$ cat src/rtl/sel_dispatch_pkg.sv
// Shared types and helpers for the selector dispatch controller.
package sel_dispatch_pkg;

  typedef enum logic [1:0] {
    IDLE      = 2'd0,
    SETUP     = 2'd1,
    DRIVE     = 2'd2,
    WAIT_FREE = 2'd3
  } sel_dispatch_state_t;

  localparam int DEFAULT_TIMEOUT_CYC = 255;

  // Destination index width; a two-port selector still needs one bit.
  function automatic int idxWidth(input int numPorts);
    return (numPorts <= 2) ? 1 : $clog2(numPorts);
  endfunction

endpackage

$ cat src/rtl/sel_dispatch_fifo.sv
// Synchronous job FIFO; full/empty/count derive from the registered count only.
module sel_dispatch_fifo #(
  parameter int DEPTH = 4,
  parameter int WIDTH = 1
) (
  input  logic                     clk,
  input  logic                     rstn,
  input  logic                     push,
  input  logic                     pop,
  input  logic [WIDTH-1:0]         wrData,
  output logic [WIDTH-1:0]         rdData,
  output logic                     full,
  output logic                     empty,
  output logic [$clog2(DEPTH):0]   count
);
  localparam int PTR_W = $clog2(DEPTH);

  logic [WIDTH-1:0] mem [DEPTH];
  logic [PTR_W-1:0] wrPtr, rdPtr;
  logic             doPush, doPop;

  assign full   = (count == (PTR_W+1)'(DEPTH));
  assign empty  = (count == '0);
  assign rdData = mem[rdPtr];
  // A pop in the same cycle never makes room for a push when full.
  assign doPush = push && !full;
  assign doPop  = pop && !empty;

  always_ff @(posedge clk or negedge rstn) begin
    if (!rstn) begin
      wrPtr <= '0;
      rdPtr <= '0;
      count <= '0;
    end else begin
      if (doPush) wrPtr <= wrPtr + 1'b1;
      if (doPop)  rdPtr <= rdPtr + 1'b1;
      case ({doPush, doPop})
        2'b10:   count <= count + 1'b1;
        2'b01:   count <= count - 1'b1;
        default: count <= count;
      endcase
    end
  end

  always_ff @(posedge clk) begin
    if (doPush) mem[wrPtr] <= wrData;
  end

endmodule

$ cat src/rtl/sel_dispatch_ctrl.sv
// Dispatch controller: queues destination jobs, drives a one-hot select, one drive
// pulse per job, holds select until free. Optional watchdog: SEL_DISPATCH_TIMEOUT_EN.
module sel_dispatch_ctrl
  import sel_dispatch_pkg::*;
#(
  parameter int NUM_PORTS   = 2,
  parameter int IDX_W       = idxWidth(NUM_PORTS),
  parameter int FIFO_DEPTH  = 4,
  parameter int SETUP_CYC   = 1,
  parameter int TIMEOUT_CYC = DEFAULT_TIMEOUT_CYC
) (
  input  logic                 clk,
  input  logic                 rstn,
  input  logic                 i_req_valid,
  output logic                 o_req_ready,
  input  logic [IDX_W-1:0]     i_req_dest,
  output logic [NUM_PORTS-1:0] o_select,
  output logic                 o_drive,
  input  logic                 i_free,
  output logic                 o_busy,
  output logic [15:0]          o_issued,
  output logic                 o_err
);

  if (NUM_PORTS < 2 || NUM_PORTS > 8 || FIFO_DEPTH < 2 ||
      SETUP_CYC < 0 || SETUP_CYC > 15 || TIMEOUT_CYC < 1) begin : gParamCheck
    $error("sel_dispatch_ctrl: parameter out of range");
  end

  sel_dispatch_state_t state, nextState;
  logic [IDX_W-1:0]            headDest;
  logic                        fifoFull, fifoEmpty, fifoPop;
  logic [$clog2(FIFO_DEPTH):0] fifoCount;
  logic [3:0]                  setupCnt;
  logic                        badDest, timeoutHit;

  function automatic logic [NUM_PORTS-1:0] selDecode(input logic [IDX_W-1:0] d);
    logic [NUM_PORTS-1:0] s;
    s = '0;
    for (int i = 0; i < NUM_PORTS; i++)
      if (d == IDX_W'(i)) s[i] = 1'b1;
    return s;
  endfunction

  sel_dispatch_fifo #(.DEPTH(FIFO_DEPTH), .WIDTH(IDX_W)) uFifo (
    .clk    (clk),
    .rstn   (rstn),
    .push   (i_req_valid),
    .pop    (fifoPop),
    .wrData (i_req_dest),
    .rdData (headDest),
    .full   (fifoFull),
    .empty  (fifoEmpty),
    .count  (fifoCount)
  );

  assign o_req_ready = !fifoFull;
  assign o_busy      = (state != IDLE) || (fifoCount != '0);
  assign badDest     = int'(headDest) >= NUM_PORTS;

`ifdef SEL_DISPATCH_TIMEOUT_EN
  logic [15:0] waitCnt;

  always_ff @(posedge clk or negedge rstn) begin
    if (!rstn)                  waitCnt <= '0;
    else if (state != WAIT_FREE) waitCnt <= '0;
    else                        waitCnt <= waitCnt + 16'd1;
  end

  assign timeoutHit = (state == WAIT_FREE) && !i_free &&
                      (waitCnt == 16'(TIMEOUT_CYC - 1));
`else
  assign timeoutHit = 1'b0;
`endif

  always_comb begin
    nextState = state;
    fifoPop   = 1'b0;
    case (state)
      IDLE: begin
        if (!fifoEmpty) begin
          fifoPop = 1'b1;
          if (!badDest) nextState = SETUP;
        end
      end
      SETUP:     if (setupCnt <= 4'd1) nextState = DRIVE;
      DRIVE:     nextState = WAIT_FREE;
      WAIT_FREE: if (i_free || timeoutHit) nextState = IDLE;
      default:   nextState = IDLE;
    endcase
  end

  always_ff @(posedge clk or negedge rstn) begin
    if (!rstn) begin
      state    <= IDLE;
      o_select <= '0;
      o_drive  <= 1'b0;
      o_issued <= '0;
      o_err    <= 1'b0;
      setupCnt <= '0;
    end else begin
      state   <= nextState;
      o_drive <= (nextState == DRIVE);
      if (state == DRIVE) o_issued <= o_issued + 16'd1;
      if (fifoPop) begin
        if (badDest) begin
          o_err <= 1'b1;
        end else begin
          o_select <= selDecode(headDest);
          setupCnt <= 4'(SETUP_CYC);
        end
      end else if (state == SETUP && setupCnt > 4'd1) begin
        setupCnt <= setupCnt - 4'd1;
      end
      // Select is released on free or watchdog expiry, never earlier.
      if (state == WAIT_FREE && nextState == IDLE) o_select <= '0;
      if (timeoutHit) o_err <= 1'b1;
    end
  end

endmodule

$ cat config.mk
export PLATFORM = sky130hd
export DESIGN_NAME = sel_dispatch_ctrl
export DESIGN_NICKNAME = d
export VERILOG_FILES = /design/src/rtl/sel_dispatch_pkg.sv /design/src/rtl/sel_dispatch_fifo.sv /design/src/rtl/sel_dispatch_ctrl.sv
export SDC_FILE = /design/constraint.sdc
export NUM_CORES = 1
export LEC_CHECK = 0
export ABC_CLOCK_PERIOD_IN_PS = 2900
export CORE_ASPECT_RATIO = 0.75
export CORE_MARGIN = 2
export CORE_UTILIZATION = 34
export DETAILED_ROUTE_END_ITERATION = 12
export SYNTH_ARGS = -nofsm -noshare
export SYNTH_HDL_FRONTEND = slang
export SYNTH_SLANG_ARGS = --single-unit
$ cat constraint.sdc
create_clock -name clk -period 2.9 [get_ports clk]
set_clock_uncertainty 0.2 [all_clocks]
set_input_delay 0.58 -clock clk [delete_from_list [all_inputs] [get_ports clk]]
set_output_delay 0.58 -clock clk [all_outputs]
set_load 0.01 [all_outputs]
==> results.md, run 1 <==
- The flow ran to the end, and the final reports show no timing, DRC or antenna violations.
- Synthesis inferred 36 register bits.
- The critical path launch point is state[1]$_DFF_PN0_.
- The synthesized netlist contains 33 unique library cells.
- The number of cells on the worst reg-to-reg path is 9.
- For this design, the CTS-stage hold fixing added 0 buffers.
- The clock reaches the later pin of the worst-skew pair after 0.28 ns.
- For the pin with the worst max-slew slack, the measured transition is around 0.74 ns.
- The number of DRC violations after detailed-routing iteration 0 is 54.
- The initial antenna violation count is 0.
- The global-route congestion overflow total is 0.
- The buffer depth of the longest clock path is 2.
- The post-layout instance area is ~0.0021 mm2.
- The wire length on met3 is ~79 um.
- The tool flagged a number of max-cap violations equal to 0.
- The number of clock buffers added by TritonCTS is 5.
- The first detailed-routing pass ran for 4 iterations.
- The count of inserted antenna diode cells is 0.
- TritonCTS built the clock tree.
- The most used flip-flop cell after synthesis is sky130_fd_sc_hd__dfrtp_1.
- The die width is 86.2 um.
- The post-detailed-placement cell area is around 0.002 mm2.
- After clock tree synthesis, the clock-pin slew on the worst setup and hold paths is 0.07 ns.
- For this block, wires on met1 add up to between 1000 and 1500 um.
- The number of global-route vias before repair is ~1200.
- The routed wire length is just over 3000 um.
- For this run, asynchronously set or reset flops after synthesis account for 88.9%.
- The static leakage is between 0.0009 and 0.001 uW.
- The data required time of the critical path is 2.90 ns.
- The final setup TNS is 0 ns.
- The quantity of I/O buffers inserted on ports is 25.
- The floorplan step defined a die boundary enclosing about 0.0057 mm2.
- The worst setup path is launched from a flip-flop.
- The number of nets in the layout is between 150 and 200.
- The CTS root buffer is sky130_fd_sc_hd__clkbuf_8.
- The share of final-layout standard cells stronger than drive strength 1 is ~8%.
- The maximum number of pins on one net before global-route repair is 33.
- The number of levels in the clock H-tree is 2.
- Dividing the final minimum period by the clock period gives just over 80%.
- CTS saw 36 sinks.
- Detailed routing placed a total of around 1500 um of wire on met2.
- In this run the critical register-to-register path is captured at uFifo.count[2]$_DFFE_PN0P_.
- The worst register-to-register path begins at state[1]$_DFF_PN0_.
- The number of endpoints failing setup at the final stage is 0.
- The initial core utilization is a little over a third.
- The number of warnings printed during yosys synthesis is 0.
- The post-synthesis to final-layout area growth is 23.2%.
- The sort of element at the end of the critical path is a flip-flop.
- The synthesized area divided by synthesized cell count is roughly 11 um2.
- The floorplan step defined a core boundary enclosing 0.00490 mm2.
- The capturing instance or port of the critical path is uFifo.count[2]$_DFFE_PN0P_.
- The count of endpoints failing hold in the final timing report is 0.
- The first-pass GRT wire length is 5290 um.
- The path category of the worst min-delay check is flip-flop to flip-flop.
- The overall power is about 1900 uW.
- The number of design rule violations left after detail routing is 0.
- The synthesized net count is approximately 170.
- After clock tree synthesis, the setup repair step added 0 buffers.
- Setup repair after global routing left no endpoint under its margin.
- The number of standard cells after synthesis is around 150.
- The top metal layer carrying routed signals is met4.
- In this run the vertical extent of the chip is roughly 66 um.
- During I/O placement, the number of pins put on the boundary was 27.
- The synthesized netlist occupies a cell area of between 0.0015 and 0.002 mm2.
- The max-slew violation count is 0.
- The initialized floorplan defines 22 standard-cell rows.
- The routability congestion estimate from global placement is approximately 0.77.
- After detailed routing, the average wire length per cell comes to ~12 um.
- Global routing used 12.2% of the available tracks across all layers.
- The post-detailed-route via-to-cell ratio is roughly 4.6.
- The final critical path time including I/O delays and setup is between 2 and 2.5 ns.
- The count of flip-flops with a built-in enable after synthesis is 4.
- In this run, post-CTS repair resized a total of 0 instances.
- The power density over the cells is just under 900 mW/mm2.
- The classification of the worst setup path is flip-flop to flip-flop.
- Fill cells in the final layout number between 400 and 500.
- The top fanout value on the critical path is 9.
- The post-synthesis sequential area ratio is between 50% and 60%.
- Timing would allow up to about 420 MHz.
- The detail route stage leaves a number of antenna-violating nets equal to 0.
- The headroom to the max-slew limit is around half.
- The minimum setup slack among reg-to-reg paths is ~0.51 ns.
- At the worst endpoint, the arrival time is ~2.4 ns.
- The worst vdd rail ir drop is ~360 uV.
- The via count is approximately 1100.
- The post-detailed-placement half-perimeter wirelength is roughly 2200 um.
[final cells by class]
| cell class | instances | area [um2] | share of cell area (%) |
|---|---|---|---|
| multi-input cells | 102 | 738 | 34.8 |
| clock buffers | 8 | 90.1 | 4.24 |
| repair buffers | 26 | 258 | 12.1 |
| flip-flops and latches | 36 | 921 | 43.4 |
| inverters | 11 | 41.3 | 1.94 |
| well taps | 60 | 75.1 | 3.54 |
[metrics by stage]
step / setup WS (ns) / utilization [%] / std cells / hold slack [ns]
6_report: 0.506 / 43.3 / 243 / 0.271
5_1_grt: 0.349 / 43.3 / 243 / 0.306
4_1_cts: 0.493 / 43.3 / 243 / 0.274
3_5_place_dp: 0.300 / 41.5 / 235 / 0.263
3_3_place_gp: 0.363 / 41.5 / 235 / 0.255
2_1_floorplan: 0.711 / - / 152 / 0.0844
[per-layer routing]
layer	global-route usage (%)	vias up
li1	-	558
met1	15.3	543
met2	19.6	16
met3	4.15	2
met4	4.69	0
met5	0	-
[how the worst min path moves through the flow]
stage | depth (start not counted) | slack (ns) | endpoint | from
after detailed placement | 1 | 0.26 | o_issued[15]$_DFFE_PN0N_ | o_issued[15]$_DFFE_PN0N_
final | 1 | 0.27 | o_issued[15]$_DFFE_PN0N_ | o_issued[15]$_DFFE_PN0N_
after floorplan | 0 | 0.08 | o_drive$_DFF_PN0_ | rstn
after global placement | 1 | 0.26 | o_issued[15]$_DFFE_PN0N_ | o_issued[15]$_DFFE_PN0N_
after CTS | 1 | 0.27 | o_issued[15]$_DFFE_PN0N_ | o_issued[15]$_DFFE_PN0N_
after global routing | 1 | 0.31 | o_issued[15]$_DFFE_PN0N_ | o_issued[15]$_DFFE_PN0N_
[registers in the layout, indices dropped and copies added, names as in the netlist]
register     flops
uFifo.mem        4
state            2
o_drive          1
setupCnt         4
uFifo.count      3
o_issued        16
uFifo.wrPtr      2
uFifo.rdPtr      2
o_select         2
[cells in the final DEF (no fill, tap or decap)]
cell type,count
sky130_fd_sc_hd__a211oi_1,1
sky130_fd_sc_hd__a21oi_1,2
sky130_fd_sc_hd__a31oi_1,1
sky130_fd_sc_hd__and2_1,1
sky130_fd_sc_hd__and3_1,5
sky130_fd_sc_hd__and4_1,1
sky130_fd_sc_hd__buf_4,1
sky130_fd_sc_hd__clkbuf_1,2
sky130_fd_sc_hd__clkbuf_8,6
sky130_fd_sc_hd__clkdlybuf4s50_1,25
sky130_fd_sc_hd__conb_1,1
sky130_fd_sc_hd__dfrtp_1,32
sky130_fd_sc_hd__edfxtp_1,4
sky130_fd_sc_hd__fa_1,1
sky130_fd_sc_hd__ha_1,8
sky130_fd_sc_hd__inv_1,11
sky130_fd_sc_hd__mux2_2,2
sky130_fd_sc_hd__mux2i_1,3
sky130_fd_sc_hd__mux4_2,1
sky130_fd_sc_hd__nand2_1,18
sky130_fd_sc_hd__nand2b_1,2
sky130_fd_sc_hd__nand3_1,7
sky130_fd_sc_hd__nand3b_4,1
sky130_fd_sc_hd__nand4_1,3
sky130_fd_sc_hd__nor2_1,12
sky130_fd_sc_hd__nor2b_1,1
sky130_fd_sc_hd__nor3_1,2
sky130_fd_sc_hd__nor4_1,1
sky130_fd_sc_hd__nor4_4,1
sky130_fd_sc_hd__o21ai_0,2
sky130_fd_sc_hd__or2_2,2
sky130_fd_sc_hd__or4_4,1
sky130_fd_sc_hd__xnor2_1,14
sky130_fd_sc_hd__xor2_1,8
[cells in the mapped netlist (all sizes together), types with 2 or more instances]
cell,count,area (um2)
nor2,12,45.0
dfrtp,32,801
mux2i,3,30.0
xor2,8,70.1
buf,2,18.8
nand4,3,18.8
and3,5,31.3
nor3,2,10.0
a21oi,2,10.0
mux2,2,22.5
nand2b,2,12.5
o21ai,2,10.0
nor4,2,27.5
nand3,7,35.0
ha,8,100
nand2,18,67.6
inv,11,41.3
xnor2,14,123
edfxtp,4,120
or2,2,12.5
[critical path, cell delays in order, from the launching register on]
cell                       delay (ns)
sky130_fd_sc_hd__dfrtp_1         0.47
sky130_fd_sc_hd__nor2_1          0.17
sky130_fd_sc_hd__nand2b_1        0.21
sky130_fd_sc_hd__inv_1           0.21
sky130_fd_sc_hd__ha_1            0.21
sky130_fd_sc_hd__inv_1           0.06
sky130_fd_sc_hd__fa_1            0.37
sky130_fd_sc_hd__xor2_1          0.15
sky130_fd_sc_hd__nor2_1          0.11
sky130_fd_sc_hd__xor2_1          0.16
[power breakdown]
group | internal [uW] | leakage (uW) | switching (uW)
sequential | 674 | 0.000445 | 156
clock | 194 | 0.0000455 | 165
combinational | 367 | 0.000486 | 346
total | 1230 | 0.000976 | 667
[cell families (layout without fill, tap and decap cells)]
logic type	count (synthesis)	in the layout	synth area share [%]
AOI/OAI and AO/OA	6	6	1.96
xor gates and xnor gates	22	22	11.2
adders and majority gates	9	9	6.97
buffers and inverters	14	45	3.70
DFF	36	36	53.4
muxes	6	6	4.36
other	1	1	0.218
and+or+nand+nor	58	58	18.2
(Power assumes the default switching activity.)
==> run 2: changes to the inputs <==
--- a/config.mk
+++ b/config.mk
@@ -5,7 +5,7 @@
 export SDC_FILE = /design/constraint.sdc
 export NUM_CORES = 1
 export LEC_CHECK = 0
-export ABC_CLOCK_PERIOD_IN_PS = 2900
+export ABC_CLOCK_PERIOD_IN_PS = 2200
 export CORE_ASPECT_RATIO = 0.75
 export CORE_MARGIN = 2
 export CORE_UTILIZATION = 34
==> constraint.sdc (replaced) <==
create_clock -name clk -period 2.2 [get_ports clk]
set_clock_uncertainty 0.2 [all_clocks]
set_input_delay 0.44 -clock clk [delete_from_list [all_inputs] [get_ports clk]]
set_output_delay 0.44 -clock clk [all_outputs]
set_load 0.01 [all_outputs]
==> results.md, run 2 (synthesized netlist as in run 1, its figures left out) <==
- The run finished with clean final reports.
- The maximum number of pins on one net before global-route repair was 33 (unchanged).
- The max-slew violation count is 0 (unchanged).
- The boundary pin count is 27 (unchanged).
- The area of the placeable core is 0.00490 mm2 (unchanged).
- The leading cell type in the layout, fill and taps excluded is sky130_fd_sc_hd__dfrtp_1.
- The launch point of the worst hold path is o_issued[15]$_DFFE_PN0N_.
- The first-pass GRT wire length was 5490 um (+3.8%).
- The number of buffers inserted for hold repair after clock tree synthesis is 0 (unchanged).
- The minimum setup slack among reg-to-reg paths is 0.15 ns (-0.36 ns).
- The path category of the worst min-delay check is flip-flop to flip-flop.
- The final setup TNS was 0 ns (unchanged).
- The top fanout value on the critical path is 3 (-6).
- The via count is 1177 (+5.2%).
- The die extent in y is 65.7 um (unchanged).
- The worst vdd rail ir drop is 596 uV (+68%).
- The residual antenna-violating net count after detailed routing is 0 (unchanged).
- The clock tree from TritonCTS is built.
- The initial core utilization is 35.2% (unchanged).
- The smallest clock period supported by the final layout is computed as 2.13 ns.
- The register bank with the most flops is o_issued.
- The classification of the worst setup path is flip-flop to primary output.
- The post-layout instance area came to 0.00221 mm2 (+3.9%).
- The power density over the cells is 1190 mW/mm2 (+32%).
- The number of levels in the clock H-tree is 2 (unchanged).
- The routability congestion estimate from global placement came to 0.797 (+3.5%).
- The fill cell instance count of the final layout is 470 (+2.2%).
- The library cells used most frequently in the layout, excluding fill and tap cells, are 32 x sky130_fd_sc_hd__dfrtp_1, 25 x sky130_fd_sc_hd__clkdlybuf4s50_1, 18 x sky130_fd_sc_hd__nand2_1.
- The clock-pin slew on the worst setup and hold paths is 0.07 ns (about the same).
- The total routing usage reported by global routing is 12.5% (+0.30 points).
- The number of nets in the layout is 205 (+4.6%).
- The area growth from synthesis to layout is 28.0%.
- The length in cells of the worst reg-to-reg path came to 10 (+1).
- The worst path arrival time was 1.49 ns (-0.90 ns).
- The detail-routed net length per standard cell is 12.0 um (-3.2%).
- The post-detailed-placement half-perimeter wirelength is 2240 um (+1.5%).
- The register cell area after layout is 921 um2 (unchanged).
- The die area came to 0.00566 mm2 (unchanged).
- The count of inserted antenna diode cells was 0 (unchanged).
- The CTS root buffer is sky130_fd_sc_hd__clkbuf_8.
- The static leakage is 0.00102 uW (+4.3%).
- The cell row count is 22 (unchanged).
- The number of maximum-capacitance violations is 0 (unchanged).
- The sort of element at the end of the critical path is a primary output.
- In this run the critical register-to-register path is captured at uFifo.count[2]$_DFFE_PN0P_.
- Dividing the final minimum period by the clock period gives between 90% and 100%.
- Setup repair after global routing could not meet its margin everywhere.
- The count of endpoints failing hold in the final timing report is 0 (unchanged).
- The number of flip-flops under the largest register name was 16 (unchanged).
- The number of sinks on the clock net came to 36 (unchanged).
- The die width is 86.2 um (unchanged).
- The quantity of I/O buffers inserted on ports is 25 (unchanged).
- The initial antenna violation count was 0 (unchanged).
- The number of global-route vias before repair was 1201 (+3.7%).
- The area of combinational cells with multiple inputs is 753 um2 (+2.0%).
- The data required time of the critical path was 1.56 ns (-1.34 ns).
- The worst setup path is launched from a flip-flop.
- The largest registers in the layout are o_issued: 16 flops, setupCnt: 4 flops, uFifo.mem: 4 flops.
- The fmax is about 470 MHz.
- The buffer depth of the longest clock path came to 2 (unchanged).
- The global-route congestion overflow total came to 0 (unchanged).
- The start of the worst register-to-register path is uFifo.count[0]$_DFFE_PN0P_.
- The number of DRC violations after detailed-routing iteration 0 is 35 (-35%).
- The post-detailed-route via-to-cell ratio was 4.67 (+1.4%).
- The post-detailed-placement cell area is 0.00209 mm2 (+3.0%).
- The terminating pin of the worst hold path is o_issued[15]$_DFFE_PN0N_.
- The number of cells traversed by the worst hold path is 1 (unchanged).
- The share of final-layout standard cells stronger than drive strength 1 is 16.1% (+7.9 points).
- The number of design rule violations left after detail routing is 0 (unchanged).
- The first-pass detailed-route iteration total is 4 (unchanged).
- The routed wire length is 3040 um (+0.43%).
- The clock insertion delay at the later pin of the skew report is 0.29 ns (about the same).
- The clock buffer count from CTS was 5 (unchanged).
- The number of endpoints failing setup at the final stage is 0 (unchanged).
==> run 2: stage by stage <==
step	setup WS, ns	hold slack, ns	utilization (%)	power (uW)	std cells
4_1_cts	0.00100	0.272	44.6	2610	251
2_1_floorplan	0.0108	-0.0556	-	1710	152
6_report	0.0745	0.265	45.0	2620	252
5_1_grt	-0.0380	0.297	45.0	2840	252
3_5_place_dp	-0.204	0.258	42.7	2110	243
3_3_place_gp	-0.0913	0.256	42.7	2050	243
==> run 2: layer usage <==
layer,global-route usage (%),part of all wire (%),up-vias
li1,-,-,576
met3,4.15,3.3,7
met5,0,0,-
met4,4.69,1.9,0
met1,16.7,49,579
met2,19.0,46,15
==> run 2: final cells by class <==
type | count | area share [%]
multi-input cells | 102 | 34.1
clock buffers | 8 | 4.08
inverters | 11 | 1.87
repair buffers | 35 | 14.7
well taps | 60 | 3.40
flip-flops and latches | 36 | 41.7
==> run 2: how the worst max path moves through the flow <==
stage,startpoint,cells past startpoint,end
finish,uFifo.count[0]$_DFFE_PN0P_,3,o_busy
floorplan,uFifo.count[0]$_DFFE_PN0P_,10,uFifo.count[2]$_DFFE_PN0P_
global route,uFifo.count[0]$_DFFE_PN0P_,3,o_busy
global placement,i_req_valid,9,uFifo.count[2]$_DFFE_PN0P_
CTS,uFifo.count[0]$_DFFE_PN0P_,4,o_req_ready
detailed placement,i_req_valid,9,uFifo.count[2]$_DFFE_PN0P_
==> run 2: what timing repair did <==
action | CTS | global route
buffers inserted | 0 | 1
gates resized for setup | 0 | 7
setup endpoints to repair | 0 | 3
==> run 2: power breakdown <==
| part | internal (uW) | switching (uW) | total (uW) |
|---|---|---|---|
| combinational | 560 | 487 | 1050 |
| sequential | 889 | 196 | 1080 |
| clock | 255 | 230 | 485 |
==> run 2: critical path, stage by stage, from the launching register on <==
cell and delay [ns]:
sky130_fd_sc_hd__dfrtp_1 0.42, sky130_fd_sc_hd__nor3_1 0.21, sky130_fd_sc_hd__nand2_1 0.09, sky130_fd_sc_hd__clkdlybuf4s50_1 0.48
==> run 3: changes to the inputs <==
--- a/config.mk
+++ b/config.mk
@@ -8,8 +8,9 @@
 export ABC_CLOCK_PERIOD_IN_PS = 2200
 export CORE_ASPECT_RATIO = 0.75
 export CORE_MARGIN = 2
-export CORE_UTILIZATION = 34
+export CORE_UTILIZATION = 47
 export DETAILED_ROUTE_END_ITERATION = 12
+export PLACE_DENSITY = 0.74
 export SYNTH_ARGS = -nofsm -noshare
 export SYNTH_HDL_FRONTEND = slang
 export SYNTH_SLANG_ARGS = --single-unit
==> results.md, run 3 (synthesized netlist as in run 1, its figures left out) <==
- The flow ran to the end, and the final reports show no timing, DRC or antenna violations.
- The first-pass GRT wire length was 5110 um (-6.9%).
- The number of levels in the clock H-tree is 2 (unchanged).
- The maximum number of pins on one net before global-route repair came to 33 (unchanged).
- The post-detailed-route via-to-cell ratio is 4.88 (+4.5%).
- The count of endpoints failing hold in the final timing report was 0 (unchanged).
- Ranked by flip-flop count, first place goes to o_issued.
- The library cells used most frequently in the layout, excluding fill and tap cells, are 31 x sky130_fd_sc_hd__dfrtp_1, 25 x sky130_fd_sc_hd__clkdlybuf4s50_1, 18 x sky130_fd_sc_hd__nand2_1.
- The number of design rule violations left after detail routing is 0 (unchanged).
- The die area came to 0.00417 mm2 (-26%).
- The number of sinks on the clock net is 36 (unchanged).
- The global-route congestion overflow total came to 0 (unchanged).
- The number of buffers inserted for hold repair after clock tree synthesis is 0 (unchanged).
- TritonCTS built the clock tree.
- The residual antenna-violating net count after detailed routing came to 0 (unchanged).
- The buffer depth of the longest clock path came to 2 (unchanged).
- The post-CTS setup buffer count is 0 (unchanged).
- The overall power is 2580 uW (-1.2%).
- The detail-routed net length per standard cell is 12.1 um (+0.59%).
- The max-slew violation count was 0 (unchanged).
- The total routing usage reported by global routing is 16.5% (+4.0 points).
- The number of flip-flops under the largest register name came to 16 (unchanged).
- The path category of the worst min-delay check is flip-flop to flip-flop.
- The area of the placeable core is 0.00359 mm2 (-27%).
- The classification of the worst setup path is flip-flop to primary output.
- The final critical path time including I/O delays and setup came to 2.14 ns (+0.0171 ns).
- The number of nets in the layout is 204 (-0.49%).
- The routability congestion estimate from global placement is 0.785 (-1.6%).
- The number of global-route vias before repair came to 1201 (unchanged).
- The final setup slack of the worst path is 0.0574 ns (-0.0171 ns).
- The cell row count came to 19 (-14%).
- The data required time of the critical path is 1.56 ns (about the same).
- Setup repair after global routing could not meet its margin everywhere.
- The first-pass detailed-route iteration total is 4 (unchanged).
- The worst path arrival time is 1.50 ns (about the same).
- The static leakage was 0.00101 uW (-0.64%).
- The fraction of the cycle the final worst path needs was 97.4% (+0.78 points).
- The initial antenna violation count was 0 (unchanged).
- The via count is 1186 (+0.76%).
- The number of endpoints failing setup at the final stage is 0 (unchanged).
- The number of placed instances, taps included is 235 (-3.3%).
- The number of DRC violations after detailed-routing iteration 0 was 47 (+34%).
- The clock-pin slew on the worst setup and hold paths is 0.07 ns (about the same).
- The top fanout value on the critical path came to 5 (+2).
- The die width came to 73.9 um (-14%).
- The number of gates given a new drive strength after cts is 0 (unchanged).
- In the final layout, the registers with the most flip-flops are o_issued: 16 flops, setupCnt: 4 flops, uFifo.mem: 4 flops.
- The worst setup path is captured at a primary output.
- The quantity of I/O buffers inserted on ports is 25 (unchanged).
- The routed wire length came to 2940 um (-3.0%).
- The post-placement worst setup slack is -0.165 ns (+0.0394 ns).
- The clock insertion delay at the later pin of the skew report is 0.28 ns (about the same).
- The number of maximum-capacitance violations is 0 (unchanged).
- The worst vdd rail ir drop is 636 uV (+6.6%).
- The power density over the cells is 1180 mW/mm2 (-0.25%).
- The final worst hold slack is 0.264 ns (-0.000689 ns).
- The clock buffer count from CTS is 5 (unchanged).
- The share of final-layout standard cells stronger than drive strength 1 is 15.7% (-0.44 points).
- The fmax came to 467 MHz (-0.80%).
- The non-filler instance count after layout is 243 (-3.6%).
- Compared with the post-synthesis result, the final layout area differs by 26.8%.
- The CTS root buffer is sky130_fd_sc_hd__clkbuf_8.
- The kind of start point of the critical path is a flip-flop.
- The post-detailed-placement half-perimeter wirelength was 2170 um (-3.4%).
- The count of inserted antenna diode cells was 0 (unchanged).
- The die extent in y came to 56.4 um (-14%).
- The initial core utilization is 48.0% (+13 points).
- The boundary pin count is 27 (unchanged).
- The library cell used most frequently in the layout, excluding fill and tap cells, is sky130_fd_sc_hd__dfrtp_1.
-- run 3: layout make-up --
class,instances,area (um2)
Multi-Input combinational cell,102,748
Tap cell,52,65.1
Clock buffer,8,90.1
Timing Repair Buffer,34,318
Fill cell,299,1410
Sequential cell,36,922
Inverter,11,41.3
-- run 3: worst paths after layout --
path / slack [ns] / end / cells past startpoint / from
setup / recovery: 0.06 / o_req_ready / 4 / uFifo.count[0]$_DFFE_PN0P_
max in group asynchronous: 1.13 / state[0]$_DFF_PN0_ / 2 / rstn
min in group asynchronous: 0.36 / o_issued[2]$_DFFE_PN0N_ / 2 / rstn
hold / removal: 0.26 / o_issued[15]$_DFFE_PN0N_ / 1 / o_issued[15]$_DFFE_PN0N_
hold reg to reg: 0.26 / o_issued[15]$_DFFE_PN0N_ / 1 / o_issued[15]$_DFFE_PN0N_
setup reg to reg: 0.13 / uFifo.count[2]$_DFFE_PN0P_ / 10 / uFifo.count[0]$_DFFE_PN0P_
-- run 3: routing by layer --
layer / GRT usage [%] / part of all wire (%) / vias up / wire length [um]
met5: 0 / 0 / - / 0
li1: - / - / 572 / -
met2: 28.1 / 51 / 24 / 1490
met4: 7.01 / 1.8 / 0 / 53
met3: 4.85 / 3.6 / 8 / 106
met1: 19.2 / 44 / 582 / 1290
-- run 3: critical path, cell delays in order, from the launching register on --
cell                              delay, ns
sky130_fd_sc_hd__dfrtp_1               0.40
sky130_fd_sc_hd__inv_2                 0.07
sky130_fd_sc_hd__nand3_1               0.10
sky130_fd_sc_hd__buf_4                 0.13
sky130_fd_sc_hd__clkdlybuf4s50_1       0.53
-- run 3: report_power, final --
part / leakage (uW) / total (uW) / switching, uW / internal, uW
registers: 0.000444 / 1090 / 196 / 891
clock network: 0.0000455 / 473 / 218 / 255
logic: 0.000522 / 1020 / 477 / 547
-- run 3: per-stage QoR --
step                      setup TNS (ns)  cell area (um2)  utilization (%)
after floorplan                        0             1720                -
after detailed placement          -0.200             2080             58.0
final                                  0             2180             60.9
after global routing             -0.0142             2180             60.9
after CTS                              0             2170             60.5
after global placement           -0.0727             2080             58.0
